[config.mk]
export PLATFORM = sky130hd
export DESIGN_NAME = serial_subtractor_4bit
export DESIGN_NICKNAME = d
export VERILOG_FILES = /design/src/rtl/serial_subtractor_4bit.sv
export SDC_FILE = /design/constraint.sdc
export NUM_CORES = 1
export LEC_CHECK = 0
export CORE_UTILIZATION = 45
export CTS_CLUSTER_SIZE = 10
export DETAILED_ROUTE_END_ITERATION = 8
export GPL_ROUTABILITY_DRIVEN = 0
export PLACE_DENSITY_LB_ADDON = 0.25
export SLEW_MARGIN = 20
export SYNTH_ARGS = -nofsm -noshare
export SYNTH_HDL_FRONTEND = slang
export SYNTH_SLANG_ARGS = --single-unit
[constraint.sdc]
create_clock -name clk -period 3.76 [get_ports clk]
set_clock_uncertainty 0.1 [all_clocks]
set_input_delay 0.752 -clock clk [delete_from_list [all_inputs] [get_ports clk]]
set_output_delay 0.752 -clock clk [all_outputs]
set_load 0.005 [all_outputs]
[src/rtl/serial_subtractor_4bit.sv]
// Bit-serial D = A - B - B_in, LSB first; accept-to-result latency WIDTH+1 cycles.
// No backpressure: start is taken only in IDLE/DONE and is dropped while busy.
module serial_subtractor_4bit #(
    parameter int WIDTH = 4
) (
    input  logic             clk,
    input  logic             rst_n,
    input  logic             start,
    input  logic [WIDTH-1:0] A,
    input  logic [WIDTH-1:0] B,
    input  logic             B_in,
    output logic             busy,
    output logic             done,
    output logic [WIDTH-1:0] D,
    output logic             B_out,
    output logic             V,
    output logic             Z
);
    localparam int CNT_W = (WIDTH > 1) ? $clog2(WIDTH) : 1;

    typedef enum logic [1:0] {IDLE, SHIFT, DONE} state_t;

    state_t             state_q, state_d;
    logic [WIDTH-1:0]   opa_q, opb_q, res_q;
    logic [CNT_W-1:0]   cnt_q;
    logic               br_q;
    logic               a_msb_q, b_msb_q;
    logic [WIDTH-1:0]   d_q;
    logic               bout_q, v_q, z_q;

    logic               a_bit, b_bit, d_bit, br_next;
    logic [WIDTH-1:0]   res_next;
    logic               load, last;

    assign a_bit    = opa_q[0];
    assign b_bit    = opb_q[0];
    assign d_bit    = a_bit ^ b_bit ^ br_q;
    assign br_next  = (~a_bit & b_bit) | (~(a_bit ^ b_bit) & br_q);
    assign res_next = {d_bit, res_q[WIDTH-1:1]};
    assign load     = (state_q != SHIFT) && start;
    assign last     = (state_q == SHIFT) && (cnt_q == CNT_W'(WIDTH - 1));

    always_comb begin
        state_d = state_q;
        case (state_q)
            IDLE:    if (start) state_d = SHIFT;
            SHIFT:   if (last)  state_d = DONE;
            DONE:    state_d = start ? SHIFT : IDLE;
            default: state_d = IDLE;
        endcase
    end

    always_ff @(posedge clk or negedge rst_n) begin
        if (!rst_n) begin
            state_q <= IDLE;
        end else begin
            state_q <= state_d;
        end
    end

    always_ff @(posedge clk or negedge rst_n) begin
        if (!rst_n) begin
            opa_q   <= '0;
            opb_q   <= '0;
            res_q   <= '0;
            cnt_q   <= '0;
            br_q    <= 1'b0;
            a_msb_q <= 1'b0;
            b_msb_q <= 1'b0;
            d_q     <= '0;
            bout_q  <= 1'b0;
            v_q     <= 1'b0;
            z_q     <= 1'b0;
        end else if (load) begin
            opa_q   <= A;
            opb_q   <= B;
            res_q   <= '0;
            cnt_q   <= '0;
            br_q    <= B_in;
            a_msb_q <= A[WIDTH-1];
            b_msb_q <= B[WIDTH-1];
        end else if (state_q == SHIFT) begin
            opa_q <= opa_q >> 1;
            opb_q <= opb_q >> 1;
            res_q <= res_next;
            br_q  <= br_next;
            cnt_q <= cnt_q + 1'b1;
            // Visible results change only on the edge that enters DONE.
            if (last) begin
                d_q    <= res_next;
                bout_q <= br_next;
                v_q    <= (a_msb_q != b_msb_q) && (res_next[WIDTH-1] != a_msb_q);
                z_q    <= (res_next == '0);
            end
        end
    end

    assign busy  = (state_q == SHIFT);
    assign done  = (state_q == DONE);
    assign D     = d_q;
    assign B_out = bout_q;
    assign V     = v_q;
    assign Z     = z_q;

endmodule

### After elaboration in Yosys (flattened, before gate mapping)

Index checks and enable logic that the tools add are counted.

| cells by class | value |
|---|---|
| add/sub/neg operators | 1 |
| reduce and logical (&&, ||, !) cells | 8 |
| multiply operators | 0 |
| eq/ne operators | 8 |
| $lt $le $gt $ge | 0 |
| bitwise gates (word level) | 8 |
| mux-type cells | 14 |
| shift operators | 0 |
| divide/modulo/power cells | 0 |

Operators with widths:

| kind | count |
|---|---|
| 4-bit two-way mux | 6 |
| 2-bit two-way mux | 4 |
| 2-bit one-hot mux with 3 select lines | 1 |
| 2-bit equality test, second input constant | 2 |
| 4-bit logical NOT | 1 |
| 2-bit by 1-bit != test with 1-bit output, second input constant | 2 |
| 1-bit logical AND | 3 |
| 1-bit two-way mux | 3 |
| 1-bit inverter | 3 |
| 3-bit AND reduction | 1 |
| 2-bit by 1-bit adder with 2-bit output, second input constant | 1 |
| 1-bit AND | 2 |
| 2-bit by 1-bit equality test with 1-bit output, second input constant | 1 |
| 2-bit logical NOT | 1 |
| 1-bit != test | 2 |
| 2-bit != test, second input constant | 1 |
| 2-bit AND reduction | 1 |
| 2-bit nonzero test | 1 |
| 1-bit XOR | 2 |
| 1-bit bitwise OR | 1 |

| word-level totals | value |
|---|---|
| RAM bits | 0 |
| register bits after elaboration | 26 |
| latch bits | 0 |
| input bits | 12 |
| bits in read-only memories | 0 |
| memories | 0 |
| output and inout port bits | 9 |

### Longest topological paths before layout

Gate-level depths: netlist (run 1).

| depth | value |
|---|---|
| depth after elaboration | 6 |
| gate-level depth with buffers | 6 |
| gate-level depth less buffers | 5 |

### Worst setup path after synthesis (run 1)

No wires, ideal clock.

| path | value |
|---|---|
| path type | register to output |
| start | reg state_q[1] |
| end | out busy |
| slack | 2.083 ns |
| data required time | 2.908 ns |
| arrival time | 0.825 ns |
| path buffers | 2 |
| stages on the path, launching flop included | 5 |
| cell sequence | dfrtp_1 > nand2b_1 > buf_4 > inv_2 > buf_4 |

| between the ends | value |
|---|---|
| word-level cells in the longest chain between the ends | 1 |

Ends and longest elaborated chain:

| item | RTL line | text |
|---|---|---|
| start: declaration | 23 | `state_t state_q, state_d;` |
| start signal: assignment | 57 | `state_q <= state_d;` |
| 2-bit by 1-bit equality test with 1-bit output | 98 | `assign busy = (state_q == SHIFT);` |
| end: declaration | 12 | `output logic busy,` |

Every way passes these cells.

### Worst setup path after layout (run 1)

Same ends and word-level chain as after synthesis.

==> impl_metrics.env, run 1 <==
export IMPL_status="finished, final reports clean"
export IMPL_hpwl_mm=1.271
export IMPL_dr_pass1_iters=4
export IMPL_ys_warn_count=0
export IMPL_dp_cells=141
export IMPL_overflow=0
export IMPL_fin_util_pct=58.71
export IMPL_antenna_found_initial=0
export IMPL_yosys_area_top_type="dfrtp_1"
export IMPL_worst_pin_slew_ps=587.1
export IMPL_cp_start_kind="flop"
export IMPL_cts_tree="built"
export IMPL_synth_fa_ha_area_share_pct=4.778
export IMPL_cp_arrival_ps=1830
export IMPL_syn_nets=113
export IMPL_peakVddDrop_mv=0.4720
export IMPL_slew_headroom_pct=60.74
export IMPL_htree_levels=1
export IMPL_syn2layout_area_growth_pct=20.36
export IMPL_cp_required_ps=2910
export IMPL_fmax_ghz=0.3726
export IMPL_clk_pin_slew_ps=130
export IMPL_ys_types=22
export IMPL_synthMuxAreaShare_pct=13.42
export IMPL_powerDensity_nw_per_um2=732.9
export IMPL_cts_inserted_buffers=3
export IMPL_cts_resized=0
export IMPL_drt_initial_drc_count=8
export IMPL_ys_seq_elements=25
export IMPL_antenna_left=0
export IMPL_clock_latency_ps=320
export IMPL_leakage_nw=0.6221
export IMPL_worstPathMaxFanout=22
export IMPL_synthTopCellsByArea="dfrtp_1 (57%), mux2i_1 (7.3%), mux2_2 (6.1%)"
export IMPL_design_area_um2=1324
export IMPL_grtUsageTotal_pct=15.25
export IMPL_post_route_min_period_ps=2684
export IMPL_syn_cell_area_um2=1100
export IMPL_rsz0062_at_grt="no"
export IMPL_synth_xor_area_share_pct=0
export IMPL_post_route_period_util_pct=71.38
export IMPL_cts_sinks=25
export IMPL_synth_simple_area_share_pct=11.15
export IMPL_remaining_drc_errors=0
export IMPL_endpoint_kind="output port"
export IMPL_pin_count=21
export IMPL_vias=735
export IMPL_syn_avg_cell_area_um2=11.22
export IMPL_synth_compound_area_share_pct=8.760
export IMPL_hold_viol_final=0
export IMPL_setup_viol=0
export IMPL_syn_instance_count=98
export IMPL_worstSetupPathType="flop to output port"
export IMPL_grt_pass1_vias=671
export IMPL_core_area_um2=2255
export IMPL_dieArea_um2=2646
export IMPL_layout_drive_gt1_share_pct=9.402
export IMPL_ff2ff_setup_slack_ps=2100
export IMPL_fin_cells=145
export IMPL_cts_root_buf="clkbuf_4"
export IMPL_synth_top_family_by_area="multiplexers"
export IMPL_grt_max_degree=26
export IMPL_drv_slew=0
export IMPL_grt_pass1_wl_mm=2.953
export IMPL_cap_violations=0
export IMPL_wl_mm=1.762
export IMPL_wire_per_inst_um=12.15
export IMPL_numPortBuffers=20
export IMPL_clk_path_buf_depth=2
export IMPL_setup_tns_ps=0
export IMPL_die_x_um=51.44
export IMPL_yosysTopAreaCellShare_pct=56.88
export IMPL_via_per_inst=5.069
export IMPL_fp_row_count=17
export IMPL_initial_core_util_pct=48.78
export IMPL_fin_nets=133
export IMPL_postPlaceCellArea_um2=1303
export IMPL_postCtsHoldBufs=0
export IMPL_die_h_um=51.44
export IMPL_total_power_mw=0.9702
export IMPL_yosysSeqAreaShare_pct=56.88
export IMPL_post_cts_buffers=0
export IMPL_antenna_cells=0
export IMPL_min_delay_path_class="input port to async pin"
==> worst max-delay path, stage by stage (launching register included) <==
cell and delay, ps:
dfrtp_1 400, nand2b_1 260, inv_2 290, clkdlybuf4s50_1 560
==> routing by layer <==
metal,track usage [%],share of wire [%],vias up
met3,2.679,3.3,5
met1,21.24,50,345
met5,0,0,-
met2,23.81,44,17
met4,5.405,1.8,0
li1,-,-,368
==> power by group <==
part           switching (mW)  internal, mW  total, mW  leakage (nW)
Clock                  0.0784        0.0415      0.120        0.0150
Sequential             0.0765         0.385      0.462         0.315
Combinational           0.183         0.205      0.388         0.293
Total                   0.338         0.632      0.970         0.622
==> path summary, 6_finish.rpt <==
path,startpoint,end,cells after the start
min,rst_n,Z,1
max reg2reg,opb_q[0],Z,4
min in group clk,V,V,2
max,state_q[1],busy,3
min reg2reg,V,V,2
max in group asynchronous,rst_n,state_q[1],1
==> cell usage in the layout (no fill, tap or decap), drive strengths merged <==
master	instances
a21oi	2
and2b	1
and3b	1
buf	1
clkbuf	4
clkdlybuf4s50	19
dfrtp	25
fa	2
ha	1
inv	6
mux2	6
mux2i	8
nand2	17
nand2b	1
nand3	2
nand3b	1
nor2	3
o211a	1
o21ai	14
o22ai	1
or4	1
==> cells in the mapped netlist <==
| library cell | number |
|---|---|
| inv_2 | 1 |
| fa_1 | 2 |
| nand3b_1 | 1 |
| nand3_1 | 2 |
| inv_1 | 5 |
| nor2_1 | 3 |
| and2b_1 | 1 |
| o22ai_1 | 1 |
| o21ai_0 | 13 |
| nand2b_1 | 1 |
| o21ai_1 | 1 |
| or4_1 | 1 |
| o211a_1 | 1 |
| dfrtp_1 | 25 |
| a21oi_1 | 2 |
| buf_4 | 3 |
| ha_1 | 1 |
| mux2i_1 | 8 |
| buf_2 | 2 |
| nand2_1 | 17 |
| mux2_2 | 6 |
| and3b_1 | 1 |
==> flip-flops by register name, summed over array words and instances (netlist names) <==
register	cells
D	4
opa_q	4
opb_q	4
res_q	3
cnt_q	2
state_q	2
B_out	1
V	1
Z	1
a_msb_q	1
b_msb_q	1
br_q	1
==> kinds of logic after synthesis <==
| group | count (synthesis) |
|---|---|
| buf+inv | 11 |
| fa+ha+maj | 3 |
| simple gates | 27 |
| mux | 14 |
| compound gates | 18 |
| flops | 25 |
==> metrics by stage <==
step	hold WS [ps]	worst slack (ps)
global placement	362.0	1444
detailed placement	373.5	1437
finish	294.4	1076
global route	336.0	941.9
CTS	402.3	1068
floorplan	349.2	2083
==> cell type report <==
class	instances	area (um^2)
multi-input combinational	62	419.2
tap	28	35.03
fill	202	930.9
clock buffer	4	26.28
timing repair buffer	20	195.2
sequential	25	625.6
inverter	6	22.52
Note: power is estimated with default switching activity, not from simulation.
==> run 2: changes to the inputs <==
Clock period 3.76 ns to 2.4 ns, I/O delays scaled along.
==> run 2 against run 1 <==
- power grew 63%
- worst hold slack better by 100 ps
- global-route usage up 1.8 points
==> impl_metrics.env, run 2 (synthesis results as in run 1) <==
export IMPL_antenna_cells=0
export IMPL_slowest_stage="clkdlybuf4s50_1"
export IMPL_power_frac_comb_pct=42.0
export IMPL_dieArea_um2=2646
export IMPL_layout_drive_gt1_share_pct=12.40
export IMPL_cp_num_buf_inv=2
export IMPL_die_h_um=51.44
export IMPL_grt_max_degree=26
export IMPL_leakage_nw=0.6403
export IMPL_drv_slew=0
export IMPL_cp_arrival_ps=1480
export IMPL_cts_tree="built"
export IMPL_slew_headroom_pct=71.93
export IMPL_setup_tns_ps=0
export IMPL_grt_pass1_wl_mm=3.332
export IMPL_dp_cells=145
export IMPL_grtUsageTotal_pct=17.09
export IMPL_overflow=0
export IMPL_hpwl_mm=1.410
export IMPL_setup_viol=0
export IMPL_crit_family="buffers and inverters"
export IMPL_syn2layout_area_growth_pct=23.89
export IMPL_path_cells="nand2b_1 > inv_2 > clkdlybuf4s50_1"
export IMPL_hold_viol_final=0
export IMPL_post_cts_buffers=0
export IMPL_vias=763
export IMPL_post_route_period_util_pct=85.96
export IMPL_antenna_left=0
export IMPL_cts_resized=0
export IMPL_wire_per_inst_um=12.74
export IMPL_pin_count=21
export IMPL_min_delay_path_class="input port to async pin"
export IMPL_numPortBuffers=20
export IMPL_clock_latency_ps=320
export IMPL_rsz0062_at_grt="no"
export IMPL_swShare_pct=35.18
export IMPL_clk_path_buf_depth=2
export IMPL_ff2ff_setup_slack_ps=710
export IMPL_seqPwrFrac_pct=45.6
export IMPL_dr_pass1_iters=4
export IMPL_pwr_share_clk_pct=12.3
export IMPL_fin_cells=149
export IMPL_p_sw_mw=0.5551
export IMPL_cts_sinks=25
export IMPL_fmax_ghz=0.4847
export IMPL_p_int_mw=1.023
export IMPL_status="finished, final reports clean"
export IMPL_worst_pin_slew_ps=419.7
export IMPL_cts_inserted_buffers=3
export IMPL_clk_pin_slew_ps=150
export IMPL_endpoint_kind="output port"
export IMPL_die_x_um=51.44
export IMPL_cts_root_buf="clkbuf_4"
export IMPL_powerDensity_nw_per_um2=1158
export IMPL_initial_core_util_pct=48.78
export IMPL_cp_start_kind="flop"
export IMPL_antenna_found_initial=0
export IMPL_postCtsHoldBufs=0
export IMPL_post_route_min_period_ps=2063
export IMPL_wl_mm=1.898
export IMPL_critPathMaxStageDelay_ps=510
export IMPL_drt_initial_drc_count=3
export IMPL_final_cell_mix="dfrtp_1 (25), clkdlybuf4s50_1 (20), nand2_1 (17)"
export IMPL_remaining_drc_errors=0
export IMPL_grt_pass1_vias=765
export IMPL_fin_nets=137
export IMPL_worstSetupPathType="flop to output port"
export IMPL_worstPathMaxFanout=3
export IMPL_cp_required_ps=1820
export IMPL_htree_levels=1
export IMPL_core_area_um2=2255
export IMPL_fp_row_count=17
export IMPL_cap_violations=0
export IMPL_final_common_cell="dfrtp_1"
export IMPL_via_per_inst=5.121
export IMPL_peakVddDrop_mv=0.7760
## run 2: changes by cell type in the layout (fill, tap and decap cells not counted)
cell	delta
buf_4	+4
buf_2	-1
clkbuf_1	-1
clkdlybuf4s50_1	+1
clkinvlp_4	+1
## run 2: final timing paths
check | endpoint | from | cells after the start
min | res_q[1] | rst_n | 2
min in group clk | opa_q[1] | opa_q[2] | 2
max | busy | state_q[1] | 3
max reg2reg | Z | opb_q[0] | 4
max in group asynchronous | opa_q[2] | rst_n | 2
min reg2reg | opa_q[1] | opa_q[2] | 2
## run 2: routing by layer
layer / track usage [%] / part of all wire [%] / vias up
li1: - / - / 372
met1: 22.01 / 46 / 371
met2: 27.49 / 47 / 16
met3: 4.167 / 5.4 / 4
met4: 6.757 / 1.2 / 0
met5: 0 / 0 / -
## run 2: metrics by stage
step	worst slack, ps	power (mW)	hold slack, ps	utilization [%]	area (um^2)
floorplan	847.4	1.130	84.41	-	1100
global placement	635.3	1.370	361.6	59.10	1333
detailed placement	600.7	1.405	380.0	59.10	1333
CTS	323.7	1.593	401.3	60.43	1363
global route	267.6	1.711	429.2	60.43	1363
finish	336.9	1.578	394.2	60.43	1363
## run 2: layout make-up
class / count / area (um^2)
inverters: 6 / 22.52
clock inverters: 1 / 7.507
multi-input cells: 62 / 419.2
flip-flops and latches: 25 / 625.6
clock buffers: 3 / 22.52
well taps: 28 / 35.03
repair buffers: 24 / 230.2
fillers: 203 / 892.1
## run 2: power groups by stage
stage	combinational [mW]	clock, mW	sequential, mW
4_1_cts	0.672	0.197	0.723
5_1_grt	0.749	0.212	0.749
3_3_place_gp	0.646	0	0.724
6_report	0.663	0.194	0.720
3_5_place_dp	0.671	0	0.734
2_1_floorplan	0.421	0	0.709
## run 2: worst reg2reg max path, delay by kind of cell (launching register included)
family	cells	cell delay, ps
DFF	1	420
AOI/OAI and AO/OA	1	140
adders and majority gates	1	480
buffers and inverters	1	70
and+or+nand+nor	1	410
